File: config.mk
export PLATFORM = sky130hd
export DESIGN_NAME = rect_fill
export DESIGN_NICKNAME = d
export VERILOG_FILES = /design/src/rtl/rect_fill_pkg.sv /design/src/rtl/rect_fill_pattern.sv /design/src/rtl/rect_fill.sv
export SDC_FILE = /design/constraint.sdc
export NUM_CORES = 1
export LEC_CHECK = 0
export ABC_AREA = 1
export CAP_MARGIN = 20
export CORE_MARGIN = 4
export CORE_UTILIZATION = 53
export CTS_BUF_LIST = sky130_fd_sc_hd__clkbuf_16
export CTS_CLUSTER_SIZE = 20
export DETAILED_ROUTE_END_ITERATION = 8
export PLACE_DENSITY = 0.8
export SETUP_SLACK_MARGIN = 0.1
export SYNTH_ARGS = -nofsm -noshare
export SYNTH_HDL_FRONTEND = slang
export SYNTH_SLANG_ARGS = --single-unit
File: constraint.sdc
create_clock -name clk -period 1.9 [get_ports clk]
set_input_delay 0.285 -clock clk [delete_from_list [all_inputs] [get_ports clk]]
set_output_delay 0.285 -clock clk [all_outputs]
set_load 0.02 [all_outputs]
File: src/rtl/rect_fill_pkg.sv
// Shared types for the rectangle fill engine and its pattern generator.
package rect_fill_pkg;

    typedef enum logic [1:0] {
        MODE_SOLID   = 2'd0,
        MODE_XSTRIPE = 2'd1,
        MODE_YSTRIPE = 2'd2,
        MODE_CHECKER = 2'd3
    } fill_mode_e;

    typedef enum logic [1:0] {
        IDLE = 2'd0,
        FILL = 2'd1,
        DONE = 2'd2
    } fill_state_e;

endpackage

File: src/rtl/rect_fill_pattern.sv
// Combinational colour-pattern generator: (mode, colour, x, y) -> pixel colour.
// Kept standalone so line/circle engines can reuse the same patterns.
module rect_fill_pattern
    import rect_fill_pkg::*;
#(
    parameter int X_W      = 8,
    parameter int Y_W      = 7,
    parameter int COLOUR_W = 3
) (
    input  fill_mode_e          mode,
    input  logic [COLOUR_W-1:0] colour,
    input  logic [X_W-1:0]      x,
    input  logic [Y_W-1:0]      y,
    output logic [COLOUR_W-1:0] pixel
);

    // Select the pixel colour for the requested pattern.
    always_comb begin
        // NOTE: default assigned first so no path leaves pixel unassigned (no latch).
        pixel = colour;
        case (mode)
            MODE_SOLID:   pixel = colour;
            MODE_XSTRIPE: pixel = x[COLOUR_W-1:0];
            MODE_YSTRIPE: pixel = y[COLOUR_W-1:0];
            MODE_CHECKER: pixel = (x[0] ^ y[0]) ? ~colour : colour;
            default:      pixel = colour;
        endcase
    end

endmodule

File: src/rtl/rect_fill.sv
// Rectangle fill engine: plots an inclusive axis-aligned rectangle into the
// VGA adapter framebuffer one pixel per clock, column-major (y fastest).
module rect_fill
    import rect_fill_pkg::*;
#(
    parameter int SCREEN_W = 160,
    parameter int SCREEN_H = 120,
    parameter int X_W      = 8,
    parameter int Y_W      = 7,
    parameter int COLOUR_W = 3
) (
    input  logic                clk,
    input  logic                rst_n,
    input  logic                start,
    input  logic [1:0]          mode,
    input  logic [COLOUR_W-1:0] colour,
    input  logic [X_W-1:0]      x0,
    input  logic [Y_W-1:0]      y0,
    input  logic [X_W-1:0]      x1,
    input  logic [Y_W-1:0]      y1,
    output logic                busy,
    output logic                done,
    output logic [X_W-1:0]      vga_x,
    output logic [Y_W-1:0]      vga_y,
    output logic [COLOUR_W-1:0] vga_colour,
    output logic                vga_plot
);

    localparam logic [X_W-1:0] X_MAX = X_W'(SCREEN_W - 1);
    localparam logic [Y_W-1:0] Y_MAX = Y_W'(SCREEN_H - 1);

    fill_state_e         state_q, state_d;
    fill_mode_e          mode_q, pat_mode;
    logic [COLOUR_W-1:0] colour_q, pat_colour, pixel;
    logic [X_W-1:0]      x0_q, x1_q, x_q, x_d, x1_clamp;
    logic [Y_W-1:0]      y0_q, y1_q, y_q, y_d, y1_clamp;
    logic [COLOUR_W-1:0] colour_out_q;
    logic                load, empty;

    // Clamp the far corner to the screen and flag rectangles with no pixels.
    always_comb begin
        x1_clamp = (x1 > X_MAX) ? X_MAX : x1;
        y1_clamp = (y1 > Y_MAX) ? Y_MAX : y1;
        empty    = (x0 > x1_clamp) || (y0 > y1_clamp) || (x0 > X_MAX) || (y0 > Y_MAX);
        load     = (state_q == IDLE) && start;
    end

    // Next state and next scan coordinate; equality is tested before
    // incrementing so x1 = 2**X_W-1 never wraps.
    always_comb begin
        state_d    = state_q;
        x_d        = x_q;
        y_d        = y_q;
        pat_mode   = mode_q;
        pat_colour = colour_q;
        case (state_q)
            IDLE: begin
                pat_mode   = fill_mode_e'(mode);
                pat_colour = colour;
                x_d        = x0;
                y_d        = y0;
                if (start) state_d = empty ? DONE : FILL;
            end
            FILL: begin
                if (y_q == y1_q) begin
                    y_d = y0_q;
                    if (x_q == x1_q) state_d = DONE;
                    else             x_d = x_q + 1'b1;
                end else begin
                    y_d = y_q + 1'b1;
                end
            end
            DONE: begin
                if (!start) state_d = IDLE;
            end
            default: state_d = IDLE;
        endcase
    end

    rect_fill_pattern #(
        .X_W      (X_W),
        .Y_W      (Y_W),
        .COLOUR_W (COLOUR_W)
    ) u_pattern (
        .mode   (pat_mode),
        .colour (pat_colour),
        .x      (x_d),
        .y      (y_d),
        .pixel  (pixel)
    );

    // State register; reset aborts a fill immediately.
    always_ff @(posedge clk or negedge rst_n) begin
        // NOTE: non-blocking assignments so every register updates from pre-edge values.
        if (!rst_n) state_q <= IDLE;
        else        state_q <= state_d;
    end

    // Latch the request at the IDLE sampling edge and advance the plot coordinate.
    always_ff @(posedge clk or negedge rst_n) begin
        // NOTE: all datapath registers are reset so outputs are defined from the first cycle.
        if (!rst_n) begin
            mode_q       <= MODE_SOLID;
            colour_q     <= '0;
            x0_q         <= '0;
            y0_q         <= '0;
            x1_q         <= '0;
            y1_q         <= '0;
            x_q          <= '0;
            y_q          <= '0;
            colour_out_q <= '0;
        end else begin
            if (load) begin
                mode_q   <= fill_mode_e'(mode);
                colour_q <= colour;
                x0_q     <= x0;
                y0_q     <= y0;
                x1_q     <= x1_clamp;
                y1_q     <= y1_clamp;
            end
            if (load || state_q == FILL) begin
                x_q          <= x_d;
                y_q          <= y_d;
                colour_out_q <= pixel;
            end
        end
    end

    assign busy       = (state_q == FILL);
    assign vga_plot   = (state_q == FILL);
    assign done       = (state_q == DONE);
    assign vga_x      = x_q;
    assign vga_y      = y_q;
    assign vga_colour = colour_out_q;

endmodule

# Yosys cells after proc, flatten, opt, wreduce, memory -nomap -nowiden
# Index checks and enable logic that the tools add are counted.
[classes]
addsub = 2
magnitude_cmp = 6
eq_ne = 12
mux = 17
bitwise = 2
n_reduce_logical = 11
[ops]
columns = ["operator", "n"]
rows = [
  ["$mux 8", 3],
  ["$gt 8x8->1 const B", 2],
  ["$pmux 8 s2", 1],
  ["$gt 7x7->1 const B", 2],
  ["$mux 7", 2],
  ["$pmux 7 s2", 1],
  ["$mux 2", 6],
  ["$pmux 3 s4", 1],
  ["$add 8x1->8 const B", 1],
  ["$eq 8x8->1", 1],
  ["$gt 8x8->1", 1],
  ["$reduce_and 4->1", 2],
  ["$add 7x1->7 const B", 1],
  ["$eq 7x7->1", 1],
  ["$gt 7x7->1", 1],
  ["$eq 2x2->1 const B", 3],
  ["$mux 3", 2],
  ["$ne 2x2->1 const B", 3],
  ["$pmux 2 s3", 1],
  ["$eq 2x1->1 const B", 2],
  ["$logic_not 2->1", 2],
  ["$logic_or 1x1->1", 4],
  ["$ne 2x1->1 const B", 2],
  ["$not 3->3", 1],
  ["other kinds (4)", 4],
]
[word_totals]
register_bits = 47
inputBits = 38
out_inout_bits = 21

# Depth between registers and ports, before layout
[depth]
word_depth = 9
ltp_mapped = 16

# Modules after synthesis
# A second synthesis with hierarchy kept.
[unflattened]
hier_cells = 515
area_unflattened_um2 = 3539.6
[by_module_without_submodules]
columns = ["mod", "n_inst", "cells_each", "area_per_inst_um2", "seq_area_each_um2"]
rows = [
  ["rect_fill", 1, 477, 3364.5, 1176.1],
  ["rect_fill_pattern", 1, 38, 175.2, 0.0],
]

# Least setup slack after synthesis
# Ideal clock, no wire load.
[synth_path]
kind = "register -> register"
from = "register y_q[2], in the netlist vga_y[2]"
to = "register colour_out_q[0], in the netlist vga_colour[0]"
t_arrival_ps = 1707
required_ps = 1784
setup_slack_ps = 76
path_stages_with_launch = 13
path_buffers = 0
cell_sequence = "dfrtp_1 > xnor2_1 > nand3_2 > nor2_8 > nand2_4 > nand2_4 > nand3_4 > nand3_1 > nand3_1 > nand3_1 > nand2_1 > nand2_1 > nand2_1"
[synth_via]
elab_chain_cells = 6
elab_cells_between_ends = 8
classes_between = "eq/ne: 1; mux: 6; bitwise: 1"
[synth_lines]
columns = ["element", "line_no", "source"]
rows = [
  ["from (decl)", "rect_fill.sv:36", "logic [Y_W-1:0] y0_q, y1_q, y_q, y_d, y1_clamp;"],
  ["from (signal assigned)", "rect_fill.sv:123", "y_q <= y_d;"],
  ["$eq 7x7->1 *", "rect_fill.sv:65", "if (y_q == y1_q) begin"],
  ["$mux 8 or $mux 7 (tied branches)", "rect_fill.sv:65", ""],
  ["$pmux 8 s2 or $pmux 7 s2 (tied branches)", "rect_fill.sv:56", "case (state_q)"],
  ["$xor 1x1->1", "rect_fill_pattern.sv:25", "MODE_CHECKER: pixel = (x[0] ^ y[0]) ? ~colour : colour;"],
  ["$mux 3", "rect_fill_pattern.sv:25", ""],
  ["$pmux 3 s4 *", "rect_fill_pattern.sv:21", "case (mode)"],
  ["to (signal assigned)", "rect_fill.sv:124", "colour_out_q <= pixel;"],
  ["to (decl)", "rect_fill.sv:37", "logic [COLOUR_W-1:0] colour_out_q;"],
]
# Every way passes the cells marked *; elsewhere a longest branch is shown, timed or not. The select of a mux whose other input is x is not followed.
# A chain may end at the register's enable or synchronous reset.

# Worst setup path in the final report
[layout_path]
from = "register y_q[2], in the netlist vga_y[2]"
to = "register colour_out_q[1], in the netlist vga_colour[1]"
# The elaborated chain is that of the path after synthesis.

==> metrics.md <==
| Metric | Value |
|---|---|
| Crit start category | flop |
| Chip width | 86.7 um |
| Avg Inst Size Synth | 7.20 um^2 |
| Crit-path max FO | 6 |
| Post-layout util | 81.4% |
| Synth area leaders | dfrtp_1, nand2_1, o21ai_0, ha_1, inv_1 |
| Pre-CTS WS | -615 ps |
| Placed cell areas | ~4300 um^2 |
| Iteration count of the initial detailed-routing pass | 7 |
| Worst Path Arrival | 2190 ps |
| Ys async rst share | 100% |
| Fill cell count | around 390 |
| Largest net degree at the start of global routing | 29 |
| Switch Pwr | 3.78 mW |
| Total die area | ~7500 um^2 |
| Syn Inst Count | 456 |
| Final setup fails | 3 |
| Design Area, Final | between 4000 and 5000 um^2 |
| Syn nets | 510 |
| Fin. Hold Viols | 0 |
| Core Region | roughly 6000 um^2 |
| Synth Register Bits | 47 |
| Clock Pin Slew Worst Setup and Hold Paths | about 60 ps |
| FF/Latch Area | between 1000 and 1500 um^2 |
| Mapped Area | about 3300 um^2 |
| Root buf cell | clkbuf_16 |
| Placed cells | 623 |
| Vias | 3723 |
| Buffers on Ports | 58 |
| Commonest cells post-synth | nand2_1, inv_1, dfrtp_1 |
| Share of layout cells above drive strength 1 | a little over a quarter |
| CTS sink count | 47 |
| GRT met1 Usage | 32.7% |
| Post-DP HPWL | ~7000 um |
| FP Rows | 28 |
| DR vias/cell | between 5 and 6 |
| Most frequent cell after synthesis | nand2_1 |
| Max Root-Sink Buffers | 2 |
| Number of enable flip-flop cells after synthesis | 0 |
| Logic pwr share | about two thirds |
| Worst Tran Pin Value | about 530 ps |
| Failing checks | negative setup slack |
| Register area share after synthesis | 35.8% |
| Met3 global-route usage | 4.85% |
| CP Capture Type | flop |
| Area Overhead vs Synth | 47.7% |
| Worst VDD drop | 1.09 mV |
| Unique masters post-synth | 39 |
| Slew HR | 64.3% |
| Dominant synthesized flop cell | dfrtp_1 |
| Yosys top cell by area | dfrtp_1 |
| Final ANT Viol Nets | 0 |
| DRC Markers | 0 |
| Yosys Warn Count | 0 |
| Crit path kind | reg -> reg |
| Hold WC Path Type | in -> reg |
| Status | finished with violations |
| Final worst path period share | 103% |
| Die H | 86.7 um |
| Number of primary I/O pins | 59 |
| Slew Limit Fails | 0 |
| Internal | 4.11 mW |
| CTS tree | yes |
| Switching share of total power | a little under half |
| WP data required | 2130 ps |
| Initial core utilization | between 50% and 60% |
| GR Layer Usage met2 | 50.1% |
| GRT Total Usage | 27.6% |
| Final WS setup | -61.9 ps |
| Flop pwr share | 24.2% |
| Placer Congestion | slightly above 0.9 |
| Later-pin clock latency in the skew report | 290 ps |
| Fmax | between 0.5 and 0.6 GHz |
| Global route hottest layer | met2 |
| Leak pwr | 2.44 nW |
| Vias in the first global route | 3586 |
| Max-cap violations | 0 |
| RSZ-0062 raised after global routing | true |
| Post-synth top area share | 35.8% |
| Power per Cell Area | 1630 nW/um^2 |
| Nets@finish | 633 |
| Minimum clock period | 1960 ps |
| Inserted Clock Buffers | 5 |
| Tot Pwr | 7.89 mW |
| H-Tree Depth | 2 |
| Worst hold slack | roughly 370 ps |
| First-pass GRT wire length | 16400 um |
| Clock Power Share | 10.6% |
| Setup Total Neg Slack | -151 ps |
| Multi-input logic area | 2060 um^2 |
| Drt total wl | 11000 um |
| GRT overflow | 0 |
| Routed WL per cell | 16.9 um |
| # diodes | 0 |
| Initial antenna violation count | 0 |
| Clk_skew | 4.30 ps |
| DRC violation total after the first TritonRoute iteration | 419 |
| Finished Layout Cells | around 650 |
-- flip-flops by register name, indices dropped and copies added, names as in the netlist --
| register | flops |
|---|---|
| colour_q | 3 |
| x1_q | 8 |
| y1_q | 7 |
| vga_y | 7 |
| y0_q | 7 |
| vga_colour | 3 |
| state_q | 2 |
| mode_q | 2 |
| vga_x | 8 |
-- final cells by class --
class	instances	share of cell area [%]
clock buffer	5	2.58
timing repair buffer	126	23.6
sequential	47	24.3
multi-input combinational	336	42.5
inverter	63	4.93
clock inverter	1	0.0774
tap	75	1.93
-- timing repair --
item / 4_1_cts / 5_1_grt
hold buffers: 1 / 0
pin swaps: 26 / 37
gates resized for setup: 39 / 44
setup endpoints to repair: 9 / 16
setup buffers: 17 / 6
hold endpoints to repair: 19 / 0
cloned: 0 / 0
-- layer usage --
layer | wire length [um] | share of wire (%)
met1 | 4000 | 36
met2 | 5650 | 51
met3 | 969 | 8.8
met4 | 395 | 3.6
met5 | 0 | 0
-- power groups by stage --
stage | registers (mW) | clock network [mW] | logic [mW]
6_report | 1.91 | 0.833 | 5.15
5_1_grt | 1.97 | 0.870 | 5.56
4_1_cts | 1.88 | 0.828 | 4.67
3_5_place_dp | 1.92 | 0 | 4.24
3_3_place_gp | 1.89 | 0 | 4.13
2_1_floorplan | 2.08 | 0 | 2.49
-- placed cells by master (no fill, tap or decap), types with 3 or more instances in the layout --
master,instances
clkdlybuf4s50_1,42
nand2_2,8
nor2_2,5
inv_2,15
dfrtp_1,45
xnor2_1,7
o21ai_1,10
nand2_4,4
buf_4,62
nor3_1,4
a22oi_1,7
dlygate4sd2_1,3
o21ai_2,3
nand3_4,5
o21ai_0,37
nand3_1,17
a21oi_2,4
a21oi_1,18
dlymetal6s2s_1,9
ha_1,12
nor2_4,6
or2_2,8
inv_1,47
buf_12,4
nor2_1,23
nand2_1,116
ha_4,4
nand4_1,4
clkbuf_16,5
xor2_1,5
nand3_2,8
-- final timing paths --
check | start | endpoint | slack, ps | cells after the start
max | vga_y[2] | vga_colour[1] | -60 | 14
min | y1[6] | y1_q[6] | 370 | 4
max reg2reg | vga_y[2] | vga_colour[1] | -60 | 14
min reg2reg | colour_q[2] | colour_q[2] | 480 | 2
max in group asynchronous | rst_n | state_q[1] | 840 | 3
min in group asynchronous | rst_n | y0_q[4] | 510 | 2
-- cells by family after synthesis --
family / count (synthesis) / share of synthesized area [%]
buffers and inverters: 73 / 8.53
xor gates and xnor gates: 13 / 3.47
AOI/OAI and AO/OA: 93 / 15.8
adders and majority gates: 16 / 6.10
muxes: 1 / 0.305
and+or+nand+nor: 213 / 30.0
DFF: 47 / 35.8
-- critical path, stage by stage (launching register included) --
cell     delay, ps
dfrtp_1        420
xnor2_2        250
nand3_4        130
nor2_8         160
buf_12         140
nand2_8         70
nand2_4         80
nand3_4        110
nand2_4        130
nand2_4         70
nand3_1         80
nand3_1         90
nand2_1         80
nand2_1         50
nand2_1         50
Power figures use the tool's default switching activity.
